File: src/rtl/if_stage.sv
// Instruction-fetch stage: owns the fetch address, drives a req/ack imem port and
// presents instruction/pc/pc_1 to decode through a registered slot with a 1-entry skid.
module if_stage #(
  parameter int unsigned            ADDR_WIDTH = 32,
  parameter int unsigned            DATA_WIDTH = 32,
  parameter logic [ADDR_WIDTH-1:0]  RESET_PC   = '0
) (
  input  logic                  clk,
  input  logic                  reset,
  input  logic [ADDR_WIDTH-1:0] next_pc,
  input  logic                  pc_load,
  input  logic                  stall,
  output logic                  imem_req,
  output logic [ADDR_WIDTH-1:0] imem_addr,
  input  logic                  imem_ack,
  input  logic [DATA_WIDTH-1:0] imem_data,
  output logic [DATA_WIDTH-1:0] instruction,
  output logic [ADDR_WIDTH-1:0] pc,
  output logic [ADDR_WIDTH-1:0] pc_1,
  output logic                  valid
);

  typedef enum logic [1:0] {
    S_IDLE,
    S_REQ,
    S_HOLD,
    S_DROP
  } state_t;

  localparam logic [ADDR_WIDTH-1:0] ADDR_ONE = 1;

  state_t                  state_q, state_d;
  logic [ADDR_WIDTH-1:0]   addr_q, addr_d;
  logic [ADDR_WIDTH-1:0]   pend_q, pend_d;
  logic                    req_q, req_d;
  logic                    valid_q, valid_d;
  logic [DATA_WIDTH-1:0]   instr_q, instr_d;
  logic [ADDR_WIDTH-1:0]   pc_q, pc_d;
  logic [ADDR_WIDTH-1:0]   pc1_q, pc1_d;
  logic [DATA_WIDTH-1:0]   skid_data_q, skid_data_d;
  logic [ADDR_WIDTH-1:0]   skid_pc_q, skid_pc_d;
  logic [ADDR_WIDTH-1:0]   skid_pc1_q, skid_pc1_d;

  logic                    slot_free;
  logic [ADDR_WIDTH-1:0]   addr_inc;

  assign slot_free = !valid_q || !stall;
  assign addr_inc  = addr_q + ADDR_ONE;

  always_comb begin
    state_d     = state_q;
    addr_d      = addr_q;
    pend_d      = pend_q;
    valid_d     = valid_q;
    instr_d     = instr_q;
    pc_d        = pc_q;
    pc1_d       = pc1_q;
    skid_data_d = skid_data_q;
    skid_pc_d   = skid_pc_q;
    skid_pc1_d  = skid_pc1_q;

    // A consumed slot empties unless something below refills it this edge.
    if (valid_q && !stall) begin
      valid_d = 1'b0;
    end

    unique case (state_q)
      S_IDLE: begin
        state_d = S_REQ;
        if (pc_load) begin
          addr_d = next_pc;
        end
      end

      S_REQ: begin
        if (imem_ack) begin
          if (pc_load) begin
            addr_d = next_pc;
          end else if (slot_free) begin
            instr_d = imem_data;
            pc_d    = addr_q;
            pc1_d   = addr_inc;
            valid_d = 1'b1;
            addr_d  = addr_inc;
          end else begin
            skid_data_d = imem_data;
            skid_pc_d   = addr_q;
            skid_pc1_d  = addr_inc;
            addr_d      = addr_inc;
            state_d     = S_HOLD;
          end
        end else if (pc_load) begin
          // The request cannot be withdrawn mid-handshake; finish it in DROP.
          pend_d  = next_pc;
          state_d = S_DROP;
        end
      end

      S_HOLD: begin
        if (pc_load) begin
          addr_d  = next_pc;
          state_d = S_REQ;
        end else if (slot_free) begin
          instr_d = skid_data_q;
          pc_d    = skid_pc_q;
          pc1_d   = skid_pc1_q;
          valid_d = 1'b1;
          state_d = S_REQ;
        end
      end

      S_DROP: begin
        if (pc_load) begin
          pend_d = next_pc;
        end
        if (imem_ack) begin
          addr_d  = pc_load ? next_pc : pend_q;
          state_d = S_REQ;
        end
      end

      default: begin
        state_d = S_IDLE;
      end
    endcase

    if (pc_load) begin
      valid_d = 1'b0;
    end

    req_d = (state_d == S_REQ) || (state_d == S_DROP);
  end

  always_ff @(posedge clk) begin
    if (!reset) begin
      state_q     <= S_IDLE;
      addr_q      <= RESET_PC;
      pend_q      <= RESET_PC;
      req_q       <= 1'b0;
      valid_q     <= 1'b0;
      instr_q     <= '0;
      pc_q        <= '0;
      pc1_q       <= '0;
      skid_data_q <= '0;
      skid_pc_q   <= '0;
      skid_pc1_q  <= '0;
    end else begin
      state_q     <= state_d;
      addr_q      <= addr_d;
      pend_q      <= pend_d;
      req_q       <= req_d;
      valid_q     <= valid_d;
      instr_q     <= instr_d;
      pc_q        <= pc_d;
      pc1_q       <= pc1_d;
      skid_data_q <= skid_data_d;
      skid_pc_q   <= skid_pc_d;
      skid_pc1_q  <= skid_pc1_d;
    end
  end

  assign imem_req    = req_q;
  assign imem_addr   = addr_q;
  assign instruction = instr_q;
  assign pc          = pc_q;
  assign pc_1        = pc1_q;
  assign valid       = valid_q;

endmodule

File: config.mk
export PLATFORM = sky130hd
export DESIGN_NAME = if_stage
export DESIGN_NICKNAME = d
export VERILOG_FILES = /design/src/rtl/if_stage.sv
export SDC_FILE = /design/constraint.sdc
export NUM_CORES = 1
export LEC_CHECK = 0
export BUFFER_PORTS_ARGS = -buffer_cell sky130_fd_sc_hd__buf_2
export CELL_PAD_IN_SITES_DETAIL_PLACEMENT = 0
export CELL_PAD_IN_SITES_GLOBAL_PLACEMENT = 1
export CORE_AREA = 2 2 161 226
export DETAILED_ROUTE_END_ITERATION = 16
export DIE_AREA = 0 0 163 228
export PLACE_DENSITY = 0.76
export SYNTH_ARGS = -nofsm -noshare
export SYNTH_HDL_FRONTEND = slang
export SYNTH_SLANG_ARGS = --single-unit
File: constraint.sdc
create_clock -name clk -period 3.2 [get_ports clk]
set_input_delay 0.48 -clock clk [delete_from_list [all_inputs] [get_ports clk]]
set_output_delay 0.48 -clock clk [all_outputs]
set_load 0.02 [all_outputs]
After elaboration in Yosys (flattened, before gate mapping)

Cells that the tools add are included.

Flip-flop bits (word level): 260
Input port bits: 69
Logic and storage cells: 80

$add $sub $neg: 1
Eq/ne operators: 13
Multiplexer cells: 38
Bitwise gates (word level): 3
Reduce and logical (&&, ||, !) cells: 14

Operator list:

| cell                  | count |
|---|---|
| $mux 32               | 21 |
| $pmux 32 s2           | 4 |
| $pmux 32 s3           | 1 |
| $add 32x1->32 const B | 1 |
| $mux 2                | 7 |
| $ne 2x2->1 const B    | 7 |
| $pmux 2 s4            | 1 |
| $eq 2x2->1 const B    | 3 |
| $reduce_and 6->1      | 1 |
| $eq 2x1->1 const B    | 2 |
| $reduce_and 4->1      | 1 |
| $reduce_bool 2->1     | 2 |
| $reduce_or 2->1       | 2 |
| $mux 1                | 3 |
| $not 1->1             | 3 |
| $reduce_and 3->1      | 1 |
| $logic_not 1->1       | 2 |
| $logic_not 2->1       | 1 |
| $logic_or 1x1->1      | 2 |
| $ne 2x1->1 const B    | 1 |
| $pmux 1 s2            | 1 |
| $reduce_and 2->1      | 1 |
| $logic_and 1x1->1     | 1 |

Depth between registers and ports, before layout

Word-level depth: 8
Mapped depth: 10
Mapped depth without buffers: 7

Worst setup path before layout

OpenSTA, ideal clock, no wires.

Kind: flip-flop to flip-flop
Start point: register state_q[1]
End point: register instr_q[13] (netlist: instruction[13])
Setup time: 134 ps
Arrival time: 1916 ps
Required time: 3066 ps
Setup slack: 1150 ps
Stages on the path, launching flop included: 9
Clock period less this slack: 2050 ps
Cell sequence: dfxtp_1 > inv_1 > ha_1 > buf_2 > nand2b_1 > a221oi_4 > clkbuf_1 > buf_2 > a211oi_1

Word-level cells in the longest chain between the ends: 3
Elaborated cells on any way between the ends: 10
Those cells by class: eq/ne (7); mux (1); reduce/logical (2)

Ends and longest elaborated chain:

| element                                                                 | line | source |
|---|---|---|
| start, declared                                                         | 32   | `state_t state_q, state_d;` |
| start signal, assigned                                                  | 148  | `state_q <= state_d;` |
| $eq 2x1->1 / $eq 2x2->1 (equally long branches)                         | 67   | `unique case (state_q)` |
| $ne 2x2->1 (no source line) / $reduce_bool 2->1 (equally long branches) | -    |  |
| $reduce_and 6->1 (no source line)                                       | -    |  |
| end signal, assigned                                                    | 153  | `instr_q <= instr_d;` |
| end, declared                                                           | 37   | `logic [DATA_WIDTH-1:0] instr_q, instr_d;` |

Parallel ways exist; a longest one is shown, timed or not.
A chain may end at the register's enable or synchronous reset.

Final worst setup path

Start point: register state_q[1]
End point: register instr_q[17] (netlist: instruction[17])

The elaborated chain is that of the path after synthesis.

==> impl_metrics.py <==
metrics = {
    "finish": {
        "antenna_cells": 0,
        "syn_to_final_growth_pct": 20.38,
        "stdcell_area_um2": 13800,
        "final_core_utilization_pct": 38.98,
        "layout-drive-gt1-share_pct": 18.75,
        "nets": 1594,
    },
    "synthesis": {
        "synthCells": 1391,
        "synth_fp_nets": 1467,
        "synth_area_um2": 11460,
        "ys_async_sr_fraction_pct": 0,
        "yosys_warnings": 0,
        "avgSynthCellArea_um2": 8.240,
        "yosys-top-cells-area": "dfxtp_1, nand2_1, a21oi_1, mux2i_1, a211oi_1",
        "synth_edf_count": 0,
        "synth-main-ff-cell": "dfxtp_1",
        "ys_seq_elements": 260,
        "synth_top_cell_by_area": "dfxtp_1",
        "synth.distinct_cells": 64,
        "synthDominantCellAreaShare_pct": 45.41,
        "ys_seq_area_share_pct": 45.41,
    },
    "route": {
        "drt_iter0_drc": 997,
        "drtAntennaViolNets": 0,
        "num_vias": 10380,
        "wl_per_cell_um": 17.01,
        "firstDrtPassIters": 7,
        "drc": 0,
        "drt-total-wl_mm": 33.98,
        "routed_via_density": 5.195,
    },
    "timing": {
        "fin_crit_ps": 2719,
        "setup-tns-final_ps": 0,
        "fin_crit_sh_pct": 84.96,
        "hold_viol": 0,
        "worstMarginPinSlew_ps": 736.7,
        "finClkSkew_ps": 14.75,
        "relSlewSlack_pct": 50.89,
        "fmax_mhz": 367.8,
        "whs_ps": 178.3,
        "slew_viol_final": 0,
        "finalSetupViolations": 0,
        "rsz0062_at_grt": "false",
    },
    "critical_path": {
        "setup.worst_path.end_class": "flop",
        "worstPathRequired_ps": 3660,
        "criticalPathCategory": "reg -> reg",
        "crit_path_start_kind": "flop",
        "worstPathMaxFanout": 36,
        "rrSetupSlack_ps": 480,
        "reg2reg_from": "state_q[1]",
        "r2r_cells": 8,
        "r2r-end": "instruction[17]",
        "critical_path_arrival_ps": 3180,
    },
    "place": {
        "post_dp_cell_area_um2": 12910,
        "io_buffers": 198,
        "gp_congestion": 0.8704,
        "place.detailed.hpwl_mm": 23.05,
    },
    "die": {
        "boundaryPins": 199,
        "die_h_um": 228,
        "start_util_pct": 32.38,
        "dieArea_um2": 37160,
        "chipWidth_um": 163,
        "row_count": 82,
        "core_area_um2": 35400,
    },
    "clock_network": {
        "clkTransAtPathRegs_ps": 60,
        "insertion_delay_ps": 560,
        "cts_resized": 0,
        "ctsHtreeMaxLevel": 1,
        "cts_setup_buffers": 0,
        "cts_hold_buf": 0,
        "clock_sinks": 260,
        "numCtsBuffers": 27,
        "clockBufferDepth": 3,
        "root_buffer": "clkbuf_16",
        "tritoncts": "yes",
    },
    "hold_path": {
        "hp-class": "in -> reg",
        "hold_depth": 3,
        "hold_start": "imem_data[20]",
        "holdPathEnd": "skid_data_q[20]",
    },
    "global_route": {
        "overflow": 0,
        "grt_pass1_vias": 9300,
        "grt_pass1_wl_mm": 53.00,
        "gr-usage-all-layers_pct": 17.59,
        "grt_start_max_net_pins": 122,
        "antenna_found_initial": 0,
    },
    "flow_run": {
        "cap_violations": 0,
    },
    "pwr": {
        "total_power_mw": 7.676,
        "p_leak_nw": 4.990,
        "power_density_nw_per_um2": 556.3,
        "peakVddDrop_mv": 0.4379,
    },
    "status": {
        "status": "completed",
    },
}
worst max-delay path: stages, from the launching register on:
cell and delay (ps):
dfxtp_1 370, inv_1 120, ha_1 580, nand2_1 330, a221oi_4 300, buf_4 240, buf_4 360, nor2_1 70
a211oi_1 230
per-layer routing:
| metal | GRT usage [%] | part of all wire (%) |
|---|---|---|
| met5 | 0 | 0 |
| met2 | 28.18 | 47 |
| met3 | 2.018 | 4.8 |
| met4 | 5.310 | 2.2 |
| met1 | 24.76 | 46 |
cell usage after synthesis, types with 6 or more instances:
master	n
buf_2	34
mux2i_1	61
o211ai_1	26
xnor2_1	15
nor3_1	32
and3_1	8
nand2_1	239
a211oi_1	65
ha_1	7
dfxtp_1	260
buf_1	9
xor2_1	7
nand3_1	29
nand4_1	12
o22ai_1	6
inv_1	16
and4_1	6
a221o_1	8
clkbuf_1	85
a21oi_1	162
a31oi_1	13
a221oi_1	26
o21ai_0	54
nor2_1	122
nand2b_1	26
sequential cells by signal, indices dropped and copies added, names as in the netlist:
signal	flops
valid	1
pc	32
imem_addr	32
skid_pc1_q	32
skid_data_q	32
pc_1	32
pend_q	32
state_q	2
skid_pc_q	32
instruction	32
imem_req	1
cell families (layout without fill, tap and decap cells):
group / after synthesis / count (layout) / share of synthesized area (%)
AOI/OAI and AO/OA: 394 / 394 / 21.95
DFF: 260 / 260 / 45.41
muxes: 62 / 62 / 5.425
and+or+nand+nor: 500 / 500 / 19.47
adders and majority gates: 7 / 7 / 0.7641
xor gates and xnor gates: 23 / 23 / 1.823
buffers and inverters: 145 / 290 / 5.152
per-stage QoR:
step / setup WS, ps / cells
2_1_floorplan: 1150 / 1391
3_3_place_gp: 590.5 / 1951
3_5_place_dp: 504.9 / 1951
4_1_cts: 493.5 / 1998
5_1_grt: 185.1 / 1998
6_report: 481.2 / 1998
cell usage in the layout, fill, tap and decap left out, types with 18 or more instances in the layout:
master / synthesis / layout
a211oi_1: 65 / 65
a21oi_1: 162 / 161
a221oi_1: 26 / 26
buf_2: 34 / 198
buf_4: 1 / 18
clkbuf_16: 0 / 27
dfxtp_1: 260 / 260
mux2i_1: 61 / 61
nand2_1: 239 / 239
nand2b_1: 26 / 26
nand3_1: 29 / 28
nor2_1: 122 / 121
nor3_1: 32 / 32
o211ai_1: 26 / 26
o21ai_0: 54 / 54
area by class of cell:
class / instances / area (um2)
clock buffers: 41 / 778.2
clock inverters: 6 / 111.4
fillers: 3668 / 21600
inverters: 16 / 65.06
multi-input cells: 986 / 5714
flip-flops and latches: 260 / 5205
well taps: 462 / 578.1
repair buffers: 227 / 1346
worst max-delay path by stage:
stage	startpoint	to	slack (ps)	cells after the start
final	state_q[1]	instruction[17]	480	8
after global routing	state_q[1]	instruction[11]	190	8
after CTS	state_q[1]	pc[18]	490	9
after detailed placement	state_q[1]	instruction[17]	500	8
after global placement	state_q[1]	pc[18]	590	9
after floorplan	state_q[1]	instruction[13]	1150	8
power by group:
| group | total [mW] | leakage [nW] | switching, mW | internal [mW] |
|---|---|---|---|---|
| Sequential | 3.53 | 2.11 | 0.165 | 3.36 |
| Clock | 3.21 | 0.430 | 1.30 | 1.91 |
| Combinational | 0.939 | 2.45 | 0.607 | 0.332 |
| Total | 7.68 | 4.99 | 2.07 | 5.60 |
(Power assumes the default switching activity.)
